### config.mk
export PLATFORM = sky130hd
export DESIGN_NAME = fifo_rd_packer
export DESIGN_NICKNAME = d
export VERILOG_FILES = /design/src/rtl/fifo_pkg.sv /design/src/rtl/fifo_idle_timer.sv /design/src/rtl/fifo_rd_packer.sv
export SDC_FILE = /design/constraint.sdc
export NUM_CORES = 1
export LEC_CHECK = 0
export BUFFER_PORTS_ARGS = -buffer_cell sky130_fd_sc_hd__buf_2
export CORE_ASPECT_RATIO = 1.4
export CORE_MARGIN = 1.5
export CORE_UTILIZATION = 30
export DETAILED_ROUTE_END_ITERATION = 8
export GPL_TIMING_DRIVEN = 0
export REMOVE_ABC_BUFFERS = 1
export SETUP_SLACK_MARGIN = 0.05
export SYNTH_ARGS = -nofsm -noshare
export SYNTH_HDL_FRONTEND = slang
export SYNTH_SLANG_ARGS = --single-unit
### constraint.sdc
create_clock -name rclk -period 1.5 [get_ports rclk]
set_input_delay 0.3 -clock rclk [delete_from_list [all_inputs] [get_ports rclk]]
set_output_delay 0.3 -clock rclk [all_outputs]
set_load 0.02 [all_outputs]
### src/rtl/fifo_pkg.sv
// ---------------------------------------------------------------------------
// fifo_pkg
// Shared types and sizing helpers for the async FIFO read/write packers.
//   pack_state_e : packer FSM states (FILL accumulates beats, HOLD presents a
//                  packed word downstream)
//   out_w()      : packed word width = entry width * entries per word
//   cnt_w()      : beat counter width, able to hold 0..PACK_RATIO
//   tmr_w()      : idle timer width, able to hold 0..TIMEOUT (min 1 bit)
// ---------------------------------------------------------------------------
package fifo_pkg;

  typedef enum logic {
    FILL = 1'b0,
    HOLD = 1'b1
  } pack_state_e;

  localparam int DEF_DATA_WIDTH = 8;
  localparam int DEF_PACK_RATIO = 4;
  localparam int DEF_TIMEOUT    = 16;

  function automatic int out_w(input int data_width, input int pack_ratio);
    return data_width * pack_ratio;
  endfunction

  function automatic int cnt_w(input int pack_ratio);
    return $clog2(pack_ratio + 1);
  endfunction

  // A disabled timeout (0) still needs a legal 1-bit counter.
  function automatic int tmr_w(input int timeout);
    return (timeout < 1) ? 1 : $clog2(timeout + 1);
  endfunction

endpackage

### src/rtl/fifo_idle_timer.sv
// ---------------------------------------------------------------------------
// fifo_idle_timer
// Saturating idle counter shared by the FIFO packers.
//   clk, rst_n : clock, asynchronous active-low reset
//   clr        : synchronous clear (wins over en)
//   en         : count one idle cycle
//   hit        : this edge's increment reaches (or sits at) MAX; the owner
//                acts on the same edge the counter reaches MAX.
// MAX = 0 disables the timer: hit is then constantly 0.
// ---------------------------------------------------------------------------
module fifo_idle_timer #(
  parameter int WIDTH = 5,
  parameter int MAX   = 16
) (
  input  logic clk,
  input  logic rst_n,
  input  logic clr,
  input  logic en,
  output logic hit
);

  localparam logic [WIDTH-1:0] MAX_V  = WIDTH'(MAX);
  localparam logic [WIDTH-1:0] MAX_M1 = WIDTH'((MAX > 0) ? MAX - 1 : 0);

  logic [WIDTH-1:0] count_q;

  // NOTE: sequential state is written with non-blocking assignments only, so
  // every flop samples pre-edge values regardless of process ordering.
  always_ff @(posedge clk or negedge rst_n) begin
    if (!rst_n) begin
      count_q <= '0;
    end else if (clr) begin
      count_q <= '0;
    end else if (en && (count_q != MAX_V)) begin
      count_q <= count_q + 1'b1;
    end
  end

  assign hit = (MAX != 0) && en && !clr && (count_q >= MAX_M1);

endmodule

### src/rtl/fifo_rd_packer.sv
// ---------------------------------------------------------------------------
// fifo_rd_packer
// Read-side consumer of the async FIFO (rclk domain). Pops DATA_WIDTH-bit
// entries and packs PACK_RATIO of them into one word, beat 0 in the LSBs.
// Partial words leave on flush or after TIMEOUT idle cycles (0 = never).
//   rclk, rrst_n : read clock, asynchronous active-low reset
//   rdata        : FIFO head entry, valid while rempty = 0
//   rempty       : FIFO empty flag
//   rinc         : pop strobe to the FIFO (combinational)
//   flush        : single-cycle request to emit a pending partial word
//   out_data     : packed word; lanes at or above out_count read as 0
//   out_count    : valid beats in out_data, 1..PACK_RATIO while out_valid
//   out_valid    : packed word available (registered)
//   out_ready    : downstream accepts the word
// ---------------------------------------------------------------------------
module fifo_rd_packer
  import fifo_pkg::*;
#(
  parameter int DATA_WIDTH = DEF_DATA_WIDTH,
  parameter int PACK_RATIO = DEF_PACK_RATIO,
  parameter int TIMEOUT    = DEF_TIMEOUT
) (
  input  logic                                 rclk,
  input  logic                                 rrst_n,
  input  logic [DATA_WIDTH-1:0]                rdata,
  input  logic                                 rempty,
  output logic                                 rinc,
  input  logic                                 flush,
  output logic [DATA_WIDTH*PACK_RATIO-1:0]     out_data,
  output logic [$clog2(PACK_RATIO+1)-1:0]      out_count,
  output logic                                 out_valid,
  input  logic                                 out_ready
);

  localparam int OUT_W = out_w(DATA_WIDTH, PACK_RATIO);
  localparam int CNT_W = cnt_w(PACK_RATIO);
  localparam int TMR_W = tmr_w(TIMEOUT);
  localparam int IDX_W = $clog2(PACK_RATIO);

  localparam logic [CNT_W-1:0] LAST_BEAT = CNT_W'(PACK_RATIO - 1);

  pack_state_e                            state_q, state_d;
  logic [PACK_RATIO-1:0][DATA_WIDTH-1:0]  lane_q;
  logic [CNT_W-1:0]                       count_q;

  logic pop;
  logic accept;
  logic full_emit;
  logic flush_emit;
  logic timeout_emit;
  logic tmr_clr;
  logic tmr_en;

  // rinc is gated by reset so the FIFO is never popped while the packer is
  // being cleared, even if the FIFO side is not in reset.
  assign pop    = rrst_n && (state_q == FILL) && !rempty;
  assign accept = (state_q == HOLD) && out_ready;

  // A pop completing the word, or a flush with at least one beat after this
  // edge (a coincident pop counts), moves the word to HOLD.
  assign full_emit  = pop && (count_q == LAST_BEAT);
  assign flush_emit = flush && ((count_q != '0) || pop);

  // The timer only runs while a partial word sits idle in FILL; in HOLD it
  // neither counts nor clears, and leaving HOLD clears it.
  assign tmr_clr = pop || accept || (count_q == '0);
  assign tmr_en  = (state_q == FILL) && (count_q != '0) && !pop;

  fifo_idle_timer #(
    .WIDTH (TMR_W),
    .MAX   (TIMEOUT)
  ) u_idle_timer (
    .clk   (rclk),
    .rst_n (rrst_n),
    .clr   (tmr_clr),
    .en    (tmr_en),
    .hit   (timeout_emit)
  );

  // NOTE: every combinational output gets a default before the case, so no
  // path leaves it unassigned and no latch is inferred.
  always_comb begin
    state_d = state_q;
    unique case (state_q)
      FILL: if (full_emit || flush_emit || timeout_emit) state_d = HOLD;
      HOLD: if (out_ready)                              state_d = FILL;
      default:                                          state_d = FILL;
    endcase
  end

  always_ff @(posedge rclk or negedge rrst_n) begin
    if (!rrst_n) state_q <= FILL;
    else         state_q <= state_d;
  end

  // NOTE: the lane register is reset (unlike a plain storage array) because
  // out_data must read 0 after reset and unused lanes must read 0.
  always_ff @(posedge rclk or negedge rrst_n) begin
    if (!rrst_n) begin
      lane_q  <= '0;
      count_q <= '0;
    end else if (accept) begin
      lane_q  <= '0;
      count_q <= '0;
    end else if (pop) begin
      lane_q[count_q[IDX_W-1:0]] <= rdata;
      count_q                    <= count_q + 1'b1;
    end
  end

  assign rinc      = pop;
  assign out_data  = OUT_W'(lane_q);
  assign out_count = count_q;
  assign out_valid = (state_q == HOLD);

endmodule

# --- After elaboration in Yosys (flattened, before gate mapping) ---
# Index checks and enable logic that the tools add are counted.
# Widths: inputs -> output; s select.
totals:
  ff_bits: 41
  inputBits: 13
  output_inout_bits: 37
  wordCells: 50
op_classes:
  addsub: 2
  order_cmp: 3
  eq_ne: 2
  mux: 12
  bitwise: 1
  n_reduce_logical: 23
ops:
  columns: ["op", "count"]
  rows:
  - ["$mux 32", 2]
  - ["$bwmux 32", 1]
  - ["$demux 8 s2", 1]
  - ["$logic_and 1x1->1", 11]
  - ["$mux 5", 2]
  - ["$mux 8", 1]
  - ["$mux 3", 2]
  - ["$add 5x1->5 const B", 1]
  - ["$ge 5x4->1 const B", 1]
  - ["$logic_or 1x1->1", 5]
  - ["$ne 5x5->1 const B", 1]
  - ["$reduce_bool 2->1", 2]
  - ["$add 3x1->3 const B", 1]
  - ["$eq 3x2->1 const B", 1]
  - ["$logic_not 1->1", 3]
  - ["$logic_not 3->1", 1]
  - ["$lt 2x3->1 const B", 1]
  - ["$reduce_bool 3->1", 1]
  - ["$ge 2x1->1 const B", 1]
  - ["$mux 1", 2]
  - ["$pmux 1 s2", 1]
  - ["$not 1->1", 1]

# --- Longest topological paths before layout ---
depth:
  ltp_word: 11
  ltp_mapped: 8
  mapped_depth_nobuf: 6

# --- By module ---
# Synthesis repeated with hierarchy kept, for this count alone.
hier_totals:
  cells_unflattened: 195
  hier_area_um2: 1916.8
modules_own_cells:
  columns: ["mod", "instances", "cells_per_inst", "area_each_um2", "seq_area_each_um2"]
  rows:
  - ["fifo_rd_packer", 1, 162, 1602.8, 900.9]
  - ["fifo_idle_timer", 1, 33, 314.1, 125.1]

# --- Worst setup path after synthesis ---
# No wires, ideal clock.
synth_path:
  path_type: "flip-flop to flip-flop"
  start: "register count_q[0] (netlist: out_count[0])"
  end: "register u_idle_timer.count_q[2]"
  setup_ns: 0.126
  arrival_ns: 1.550
  required_time_ns: 1.374
  path_slack_ns: -0.176
  stages_incl_launch_ff: 7
  n_path_buf: 0
  period_less_slack_ns: 1.676
  path_cell_list: "dfrtp_1 > inv_1 > ha_1 > and2b_4 > nor4_4 > nand2_1 > mux2i_1"
synth_between:
  elab_chain_cells: 5
  word_cells_on_any_way: 8
  classes_between: "mux (1); reduce/logical (7)"
synth_lines:
  columns: ["item", "line", "text"]
  rows:
  - ["start, declared", "fifo_rd_packer.sv:44", "logic [CNT_W-1:0] count_q;"]
  - ["start signal, assigned", "fifo_rd_packer.sv:107", "count_q <= count_q + 1'b1;"]
  - ["$reduce_bool 3->1", "fifo_rd_packer.sv:67", "assign tmr_en = (state_q == FILL) && (count_q != '0) && !pop;"]
  - ["$logic_and 1x1->1 (2 in series)", "fifo_rd_packer.sv:67", null]
  - ["$logic_and 1x1->1", "fifo_idle_timer.sv:34", "end else if (en && (count_q != MAX_V)) begin"]
  - ["$reduce_bool 2->1 (no source line)", null, null]
  - ["end signal, assigned", "fifo_idle_timer.sv:35", "count_q <= count_q + 1'b1;"]
  - ["end, declared", "fifo_idle_timer.sv:25", "logic [WIDTH-1:0] count_q;"]
# Parallel ways exist; a longest one is shown, timed or not.
# A chain may end at the register's enable or synchronous reset.

# --- Worst setup path in the final report ---
layout_path:
  start: "register u_idle_timer.count_q[0]"
  end: "register state_q (netlist: out_valid)"
layout_between:
  elab_chain_cells: 5
layout_lines:
  columns: ["item", "line", "text"]
  rows:
  - ["$ge 5x4->1", "fifo_idle_timer.sv:39", "assign hit = (MAX != 0) && en && !clr && (count_q >= MAX_M1);"]
  - ["$logic_and 1x1->1", "fifo_idle_timer.sv:39", null]
  - ["$logic_or 1x1->1", "fifo_rd_packer.sv:85", "FILL: if (full_emit || flush_emit || timeout_emit) state_d = HOLD;"]
  - ["$mux 1", "fifo_rd_packer.sv:85", null]
  - ["$pmux 1 s2", "fifo_rd_packer.sv:84", "unique case (state_q)"]
  - ["named net state_d", "fifo_rd_packer.sv:42", "pack_state_e state_q, state_d;"]
  - ["end signal, assigned", "fifo_rd_packer.sv:93", "else state_q <= state_d;"]
  - ["end, declared", "fifo_rd_packer.sv:42", null]
# The timed path passes the listed nets, and every way through them passes these cells.

==> flow_summary.json <==
{
  "floorplan.initialDensity_pct": 31.10,
  "warnings_from_yosys": 0,
  "cts_buffer_depth": 2,
  "route.met2.wl_microns": 2515,
  "slew_violations": 0,
  "worst_setup_path_start_kind": "flop",
  "post-place-ws_ns": -0.8673,
  "maximum_fanout_encountered_on_the_critical_timing_path": 2,
  "post_synth_xor_area_fraction_pct": 0.4534,
  "setup.worst_path.end_class": "flop",
  "yosys.cell_types.count": 28,
  "placer_s_final_routability_congestion_estimate": 0.7776,
  "internal_power_mw": 2.344,
  "detail_route.first_pass.iterations": 4,
  "detail_route.wirelength_microns": 5016,
  "setup_tns_ns": -0.07065,
  "max_cap_violations": 0,
  "worst_case_setup_margin_in_the_final_layout_ns": -0.07065,
  "grt_max_degree": 43,
  "grt_usage_pct": 14.36,
  "ys_seq_area_share_pct": 53.11,
  "worstHoldPathType": "in2async",
  "synth_simple_gate_area_share_pct": 24.29,
  "grt-ovfl-total": 0,
  "antenna_diodes": 0,
  "clock-root-buffer": "clkbuf_8",
  "layout.nets": 295,
  "fp.dieH_microns": 97.95,
  "setup_viol": 1,
  "final_hold_viol_count": 41,
  "status": "complete, but fails checks",
  "timing_worst_setup_path_type": "reg2reg",
  "rsz_0062_raised_after_global_routing": "yes",
  "fillerInstances": 649,
  "ratio_of_cells_with_drive_above_1_in_the_final_layout_pct": 38.91,
  "clkSlewWorstSetupHoldPaths_ns": 0.08,
  "insertion_delay_ns": 0.29,
  "drt_drc_violations_left": 0,
  "post_dp_cell_area_sq_um": 2195,
  "average_wire_per_cell_in_the_routed_design_microns": 14.46,
  "tritoncts": "done",
  "power_frac_comb_pct": 43.5,
  "cp_slowest_stage_delay_ns": 0.40,
  "synth_top_family_by_area": "simple AND/OR/NAND/NOR gates",
  "rows": 34,
  "synth_adder_area_share_pct": 5.181,
  "critical_path_required_ns": 1.70,
  "fin_area_sq_um": 2556,
  "hold_slack_ns": -0.1485,
  "transition_at_the_pin_with_the_smallest_max_transition_slack_ns": 0.3841,
  "cts_made_buffers": 5,
  "ff2ff_path_depth": 7,
  "dr_wl_met3_microns": 257,
  "total_leakage_power_nw": 1.262,
  "fin_worst_skew_ns": 0.005901,
  "switching_power_summed_over_all_nets_mw": 1.470,
  "max_clock_freq_mhz": 636.7,
  "buffer_ports.inserted": 49,
  "highest-signal-layer": "met4",
  "timing.critical_path.arrival_ns": 1.77,
  "synth_compound_area_share_pct": 10.62,
  "chipWidth_microns": 70.82,
  "netSwitchingFraction_pct": 38.55,
  "clock_tree.htree_level_count": 2,
  "failed_checks": "negative hold slack, negative setup slack",
  "pwr-share-clk_pct": 18.0,
  "worst_path_most_repeated_cell": "ha_4",
  "period_needed_ns": 1.571,
  "post-place-cells": 318,
  "synthToLayoutAreaGrowth_pct": 32.32,
  "cells_traversed_along_the_worst_timing_path": "buf_6, ha_4, and3_4, ha_4, nor2_2, a2111o_1, a31oi_1",
  "critical_path.slowest_cell": "a2111o_1",
  "power_density_nw_per_um2": 1492,
  "wirelength_met1_microns": 2184,
  "die_area_sq_um": 6937,
  "post_synth.cell_area_avg_sq_um": 9.378,
  "io_pins": 50,
  "detailed_place_hpwl_microns": 3312,
  "synth_top_area_share_pct": 53.11,
  "share_seq_of_total_power_pct": 38.5,
  "synth.cell_area_sq_um": 1932,
  "first_global_vias": 1557,
  "maxSlewHeadroom_pct": 74.39,
  "synth.top_cells.by_area": "dfrtp_1 (53%), nand2_1 (15%), a21oi_1 (8.0%)",
  "max-vdd-ir-drop_mv": 0.5223,
  "numClockSinks": 41,
  "proportion_of_synthesized_area_in_mux_cells_pct": 1.036,
  "grt_antenna_before_repair": 0,
  "drtIter0Drc": 139,
  "via_count": 1627,
  "synth-seq-cells": 41,
  "final-instance-count-excl-fill": 347,
  "synthesis.instances": 206,
  "core_area_sq_um": 6211,
  "grt_pass1_wl_microns": 7838,
  "vias_per_cell": 4.689,
  "drtAntennaViolNets": 0,
  "yosys.area.top_type": "dfrtp_1",
  "timing.final.crit_share_pct": 104.7
}
-- what timing repair did --
| action | 4_1_cts | 5_1_grt |
|---|---|---|
| pin swaps | 5 | 12 |
| resized for setup | 14 | 19 |
| setup endpoints to repair | 42 | 14 |
| hold endpoints to repair | 41 | 41 |
| buffers inserted | 8 | 13 |
-- registers in the layout (all words and copies together), names as in the netlist --
| signal | cells |
|---|---|
| out_count | 3 |
| out_data | 32 |
| out_valid | 1 |
| u_idle_timer.count_q | 5 |
-- worst max-delay path, delay by kind of cell (launching register included) --
kind / cells / cell delay (ns)
flip-flops: 1 / 0.36
AND/OR/NAND/NOR: 2 / 0.22
buffers and inverters: 1 / 0.11
adder cells (fa/ha/maj): 2 / 0.23
AO/OA/AOI/OAI: 2 / 0.56
-- layout make-up --
| cell class | count | area [sq um] | share of cell area, % |
|---|---|---|---|
| clock buffers | 6 | 72.57 | 2.839 |
| multi-input cells | 148 | 888.4 | 34.75 |
| clock inverters | 2 | 10.01 | 0.3916 |
| flip-flops and latches | 41 | 1030 | 40.28 |
| well taps | 72 | 90.09 | 3.524 |
| inverters | 8 | 37.54 | 1.468 |
| repair buffers | 70 | 427.9 | 16.74 |
-- metrics by stage --
step / util (%) / power [mW]
finish: 41.16 / 3.814
global route: 41.16 / 4.056
floorplan: - / 2.291
detailed placement: 35.33 / 2.728
global placement: 35.33 / 2.710
CTS: 38.40 / 3.567
-- placed cells by master (no fill, tap or decap), drive strengths merged --
master | netlist | final
nand4 | 1 | 1
inv | 8 | 8
nor2b | 1 | 1
clkinv | 0 | 2
xor2 | 1 | 1
and4bb | 1 | 1
mux2i | 2 | 2
a21oi | 31 | 31
clkbuf | 5 | 6
buf | 4 | 70
a31oi | 1 | 1
and3 | 1 | 1
nor2 | 1 | 1
nand2b | 1 | 1
a2111o | 1 | 1
nor3 | 1 | 1
ha | 8 | 8
o21ai | 5 | 5
nand3 | 5 | 5
and2b | 1 | 1
o31ai | 1 | 1
dfrtp | 41 | 41
and2 | 6 | 6
nor4 | 2 | 2
nand2 | 77 | 77
-- synth_stat cells, drive strengths merged --
| library cell | count |
|---|---|
| nand4 | 1 |
| nand3 | 5 |
| nand2 | 77 |
| xor2 | 1 |
| a31oi | 1 |
| ha | 8 |
| and2b | 1 |
| and4bb | 1 |
| o21ai | 5 |
| nand2b | 1 |
| a21oi | 31 |
| a2111o | 1 |
| clkbuf | 5 |
| buf | 4 |
| nor2b | 1 |
| o31ai | 1 |
| nor4 | 2 |
| dfrtp | 41 |
| and2 | 6 |
| nor3 | 1 |
| mux2i | 2 |
| inv | 8 |
| and3 | 1 |
| nor2 | 1 |
-- kinds of logic (layout without fill, tap and decap cells) --
family                   count (synthesis)  in the layout
adder cells (fa/ha/maj)                  8              8
multiplexers                             2              2
AO/OA/AOI/OAI                           39             39
XOR/XNOR                                 1              1
AND/OR/NAND/NOR                         98             98
flip-flops                              41             41
buffers and inverters                   17             86
-- metal layers --
layer  up-vias  global-route usage [%]
met5         -                       0
met4         0                   4.354
met3         7                   3.302
met2        42                   23.87
met1       770                   18.53
li1        808                       -
-- final timing paths --
check / start / to / slack, ns
max in group asynchronous: rrst_n / u_idle_timer.count_q[1] / 1.43
min in group rclk: rdata[6] / out_data[6] / 0.29
max reg2reg: u_idle_timer.count_q[0] / out_valid / -0.07
min reg2reg: out_data[0] / out_data[0] / 0.50
min: rrst_n / out_data[5] / -0.15
max: u_idle_timer.count_q[0] / out_valid / -0.07
-- power by group through the flow --
stage / Sequential (mW) / Combinational, mW / Clock [mW]
floorplan: 1.75 / 0.545 / 0
global placement: 1.52 / 1.19 / 0
detailed placement: 1.52 / 1.20 / 0
CTS: 1.46 / 1.39 / 0.714
global route: 1.49 / 1.81 / 0.754
finish: 1.47 / 1.66 / 0.688
(Power assumes the default switching activity.)
